===== src/rtl/fp32_dot_sequencer.sv =====
// Drives a shared combinational FP32 multiply-add unit to accumulate a LEN-element dot product.
// Each element takes 1+SETTLE_CYC cycles; the result is held on RES_* until the consumer accepts it.
module fp32_dot_sequencer #(
    parameter int LEN_W      = 8,
    parameter int SETTLE_CYC = 4
) (
    input  logic             CLK_I,
    input  logic             RSTL_I,
    input  logic             START_I,
    input  logic [LEN_W-1:0] LEN_I,
    input  logic             OPND_VALID_I,
    output logic             OPND_READY_O,
    input  logic [31:0]      ALPHA_I,
    input  logic [31:0]      BRAVO_I,
    output logic [31:0]      MAC_ALPHA_O,
    output logic [31:0]      MAC_BRAVO_O,
    output logic [31:0]      MAC_ACC_O,
    input  logic [31:0]      MAC_DELTA_I,
    output logic             RES_VALID_O,
    input  logic             RES_READY_I,
    output logic [31:0]      RES_DATA_O,
    output logic             BUSY_O
);
    localparam int WAIT_W = $clog2(SETTLE_CYC) + 1;
    localparam logic [WAIT_W-1:0] WAIT_LAST = WAIT_W'(SETTLE_CYC - 1);

    typedef enum logic [1:0] {IDLE, FETCH, SETTLE, DONE} state_t;

    state_t            state_q, state_d;
    logic [LEN_W-1:0]  len_q, len_d;
    logic [LEN_W-1:0]  cnt_q, cnt_d, cnt_inc;
    logic [WAIT_W-1:0] wait_cnt_q, wait_cnt_d;
    logic [31:0]       acc_q, acc_d;
    logic [31:0]       mac_alpha_q, mac_alpha_d;
    logic [31:0]       mac_bravo_q, mac_bravo_d;
    logic [31:0]       mac_acc_q, mac_acc_d;

    assign cnt_inc = cnt_q + LEN_W'(1);

    always_ff @(posedge CLK_I or negedge RSTL_I) begin
        if (!RSTL_I) begin
            state_q     <= IDLE;
            len_q       <= '0;
            cnt_q       <= '0;
            wait_cnt_q  <= '0;
            acc_q       <= '0;
            mac_alpha_q <= '0;
            mac_bravo_q <= '0;
            mac_acc_q   <= '0;
        end else begin
            state_q     <= state_d;
            len_q       <= len_d;
            cnt_q       <= cnt_d;
            wait_cnt_q  <= wait_cnt_d;
            acc_q       <= acc_d;
            mac_alpha_q <= mac_alpha_d;
            mac_bravo_q <= mac_bravo_d;
            mac_acc_q   <= mac_acc_d;
        end
    end

    always_comb begin
        state_d     = state_q;
        len_d       = len_q;
        cnt_d       = cnt_q;
        wait_cnt_d  = wait_cnt_q;
        acc_d       = acc_q;
        mac_alpha_d = mac_alpha_q;
        mac_bravo_d = mac_bravo_q;
        mac_acc_d   = mac_acc_q;
        case (state_q)
            IDLE: begin
                if (START_I) begin
                    len_d   = LEN_I;
                    acc_d   = '0;
                    cnt_d   = '0;
                    state_d = (LEN_I == '0) ? DONE : FETCH;
                end
            end
            FETCH: begin
                if (OPND_VALID_I) begin
                    mac_alpha_d = ALPHA_I;
                    mac_bravo_d = BRAVO_I;
                    mac_acc_d   = acc_q;
                    wait_cnt_d  = '0;
                    state_d     = SETTLE;
                end
            end
            SETTLE: begin
                wait_cnt_d = wait_cnt_q + WAIT_W'(1);
                // The unit's inputs have been stable long enough; fold its output back in.
                if (wait_cnt_q == WAIT_LAST) begin
                    acc_d   = MAC_DELTA_I;
                    cnt_d   = cnt_inc;
                    state_d = (cnt_inc == len_q) ? DONE : FETCH;
                end
            end
            DONE: begin
                if (RES_READY_I) begin
                    state_d = IDLE;
                end
            end
            default: state_d = IDLE;
        endcase
    end

    assign OPND_READY_O = (state_q == FETCH);
    assign RES_VALID_O  = (state_q == DONE);
    assign RES_DATA_O   = (state_q == DONE) ? acc_q : '0;
    assign BUSY_O       = (state_q != IDLE);
    assign MAC_ALPHA_O  = mac_alpha_q;
    assign MAC_BRAVO_O  = mac_bravo_q;
    assign MAC_ACC_O    = mac_acc_q;
endmodule


===== config.mk =====
export PLATFORM = sky130hd
export DESIGN_NAME = fp32_dot_sequencer
export DESIGN_NICKNAME = d
export VERILOG_FILES = /design/src/rtl/fp32_dot_sequencer.sv
export SDC_FILE = /design/constraint.sdc
export NUM_CORES = 1
export LEC_CHECK = 0
export CORE_MARGIN = 3
export CORE_UTILIZATION = 47
export DETAILED_ROUTE_END_ITERATION = 10
export GPL_TIMING_DRIVEN = 1
export HOLD_SLACK_MARGIN = 0.05
export PLACE_DENSITY = 0.86
export REMOVE_ABC_BUFFERS = 1
export SLEW_MARGIN = 20
export SYNTH_ARGS = -nofsm -noshare
export SYNTH_HDL_FRONTEND = slang
export SYNTH_SLANG_ARGS = --single-unit

===== constraint.sdc =====
create_clock -name CLK_I -period 5.1 [get_ports CLK_I]
set_input_delay 1.53 -clock CLK_I [delete_from_list [all_inputs] [get_ports CLK_I]]
set_output_delay 1.53 -clock CLK_I [all_outputs]
set_load 0.05 [all_outputs]

==> impl_results.rst <==
.. list-table::
   :header-rows: 1

   * - Metric
     - Value
   * - Status
     - finished, final reports clean
   * - Area fraction of the dominant cell type after synthesis
     - 0.611
   * - Maximum clock insertion buffer count
     - 2
   * - Worst Reg2Reg Path Length in Cells
     - 5
   * - Avg Inst Size Synth
     - 14.1 um^2
   * - Detailed-routing iteration count for the pre-antenna-repair pass
     - 4
   * - I/O pin count
     - 240
   * - Total DRC errors in the routed layout
     - 0
   * - Max transition margin
     - 0.340
   * - Synthesized cell area
     - 6100 um^2
   * - Element type at the critical path end
     - output pin
   * - Total clock buffers created by CTS
     - 17
   * - All-layer global routing usage
     - 0.232
   * - Reported max-cap violation count
     - 0
   * - Post-synthesis instance total
     - ~430
   * - Power Dens Cells
     - 720 nW/um^2
   * - Overall routed net length
     - 16.3 mm
   * - Setup crit start kind
     - flip-flop
   * - CTS Root Cell
     - sky130_fd_sc_hd__clkbuf_16
   * - Final count of hold timing violations
     - 0
   * - Maximum net fanout on the critical path
     - 46
   * - Full die area
     - 14400 um^2
   * - Portion of the post-synthesis area used by sequential elements
     - 0.611
   * - Class of the most critical setup path
     - reg -> out
   * - Yosys Warn Count
     - 0
   * - Max Clk Rate
     - between 200 and 300 MHz
   * - DIE HEIGHT
     - 120 um
   * - Standby leakage power
     - roughly 0.0042 uW
   * - Share of post-route cells with drive strength above 1
     - 0.221
   * - Slew at the pin closest to its max-slew limit
     - about 1 ns
   * - Number of DRC markers in iteration 0
     - 230
   * - HPWL reported at the end of detailed placement
     - about 11 mm
   * - Data arrival time at the worst-slack endpoint
     - 2.36 ns
   * - Class of the worst hold path
     - reg -> reg
   * - Most used cells in the layout excluding fill and tap cells
     - sky130_fd_sc_hd__clkdlybuf4s50_1 (238), sky130_fd_sc_hd__dfrtp_1 (148), sky130_fd_sc_hd__mux2_2 (104)
   * - Final setup violating endpoints
     - 0
   * - Post-route antenna net violation count
     - 0
   * - Via density per instance
     - approximately 5.3
   * - Initial antenna violation count
     - 0
   * - Ant diodes
     - 0
   * - Post-CTS setup buffer count
     - 0
   * - Required @ worst endpoint
     - 3.57 ns
   * - R2r setup slk
     - roughly 2.5 ns
   * - Initial Util
     - 0.482
   * - RSZ-0062 raised after global routing
     - false
   * - Cell depth of the worst hold path
     - 1
   * - Fin crit share
     - 0.762
   * - Port bufs
     - 239
   * - DR vias
     - around 4500
   * - Clock transition at the registers of the reported paths
     - 0.06 ns
   * - Max H-tree Level
     - 4
   * - Die outline width
     - around 120 um
   * - Post-CTS resize count
     - 0
   * - Vias in the first global route
     - about 4900
   * - Setup clock skew after layout
     - 0.00614 ns
   * - Nets
     - 779
   * - Min Clock Period, post-route
     - 3.89 ns
   * - Dominant cell type by area after synthesis
     - sky130_fd_sc_hd__dfrtp_1
   * - Routed WL per cell
     - 19.1 um
   * - Synthesis-to-finish area growth
     - 51.4%
   * - Startpoint of the worst hold path
     - MAC_ALPHA_O[6]
   * - Cell Rows
     - 41
   * - First-pass GRT wire length
     - 26.0 mm
   * - Clock insertion delay at the later pin of the skew report
     - 0.42 ns
   * - Placer Congestion
     - approximately 0.8
   * - Number of synthesized register bits
     - 149
   * - Post-Route Setup TNS
     - 0 ns
   * - Hold path endpoint
     - MAC_ALPHA_O[6]
   * - Startpoint of the worst-slack reg-to-reg timing path
     - state_q[1]
   * - Largest net degree at the start of global routing
     - 112
   * - Max Slew Vio Count
     - 0
   * - CTS Sinks
     - 149
   * - Placeable core region
     - 12700 um^2
   * - Remaining global-route overflow
     - 0
   * - Reg-to-reg critical path endpoint
     - cnt_q[5]
   * - Cts hold-fix bufs
     - 0
   * - Most common cell after layout, fill and taps aside
     - sky130_fd_sc_hd__clkdlybuf4s50_1
   * - Max rail drop VDD
     - around 0.51 mV
   * - Smallest hold slack
     - 0.502 ns
   * - Clock tree from TritonCTS
     - built
   * - Cell types with the largest area share after synthesis
     - sky130_fd_sc_hd__dfrtp_1 (61%), sky130_fd_sc_hd__mux2_2 (19%), sky130_fd_sc_hd__a22o_1 (4.9%)
   * - Number of different library cells in the post-synthesis netlist
     - 35
-- how the worst max path moves through the flow --
stage / slack (ns) / endpoint / startpoint / depth (start not counted)
finish: 1.21 / OPND_READY_O / state_q[0] / 4
global route: 1.05 / OPND_READY_O / state_q[0] / 4
CTS: 0.85 / RES_DATA_O[7] / state_q[1] / 2
detailed placement: 1.32 / RES_DATA_O[18] / state_q[1] / 2
global placement: 1.42 / RES_DATA_O[7] / state_q[1] / 2
floorplan: 0.64 / MAC_ACC_O[0] / state_q[0] / 4
-- per-layer routing --
| layer | routed length [um] | GRT usage | share of wire |
|---|---|---|---|
| met5 | 0 | 0 | 0 |
| met4 | 375 | 0.0859 | 0.023 |
| met3 | 1280 | 0.0778 | 0.079 |
| met2 | 8290 | 0.398 | 0.51 |
| met1 | 6310 | 0.270 | 0.39 |
-- stage by stage --
stage               utilization  cells  total power, uW  cell area, um^2  setup WS [ns]
CTS                       0.729    852             6700             9240          0.849
floorplan                     -    403             4140             5940          0.638
detailed placement        0.679    820             5330             8600           1.32
global placement          0.679    820             5230             8600           1.42
global route              0.729    852             6940             9240           1.05
finish                    0.729    852             6650             9240           1.21
-- synth_stat cells, drive strengths merged --
master,n
inv,6
mux2,104
buf,18
a31oi,1
xnor2,6
nor2,5
nand3b,1
o41ai,1
clkbuf,13
nand2,7
and4,2
a22o,34
or2,2
or4,2
nand3,5
o221ai,1
ha,3
a221oi,2
o211ai,2
a21oi,8
and2b,1
and3,36
a2111o,1
or3b,1
o22ai,2
dfrtp,149
a211oi,1
xor2,5
o21ai,12
and2,3
-- power breakdown --
part | switching, uW | leakage (uW) | internal [uW] | total, uW
Sequential | 338 | 0.00191 | 1680 | 2010
Clock | 474 | 0.000307 | 867 | 1340
Combinational | 2050 | 0.00196 | 1250 | 3290
-- critical path: stages, from the launching register on --
cell and delay (ns):
sky130_fd_sc_hd__dfrtp_1 0.32, sky130_fd_sc_hd__buf_4 0.36, sky130_fd_sc_hd__inv_1 0.17, sky130_fd_sc_hd__nor2_1 0.24, sky130_fd_sc_hd__clkdlybuf4s50_1 0.85
-- cells by family after synthesis --
kind of cell             Yosys count  share of synthesized area
multiplexers                     104                      0.192
AO/OA/AOI/OAI                     65                     0.0808
flip-flops                       149                      0.611
AND/OR/NAND/NOR                   65                     0.0637
adder cells (fa/ha/maj)            3                    0.00615
XOR/XNOR                          11                     0.0158
buffers and inverters             37                     0.0309
-- cell type report --
class / instances / area (um^2)
Clock inverter: 13 / 206
Inverter: 6 / 22.5
Multi-Input combinational cell: 248 / 2190
Sequential cell: 149 / 3730
Fill cell: 841 / 3430
Clock buffer: 19 / 433
Tap cell: 172 / 215
Timing Repair Buffer: 245 / 2440
-- registers in the layout (all words and copies together), names as in the netlist --
signal       flops
MAC_BRAVO_O     32
cnt_q            8
state_q          2
MAC_ACC_O       32
MAC_ALPHA_O     32
acc_q           32
wait_cnt_q       3
len_q            8
(Power assumes the default switching activity.)
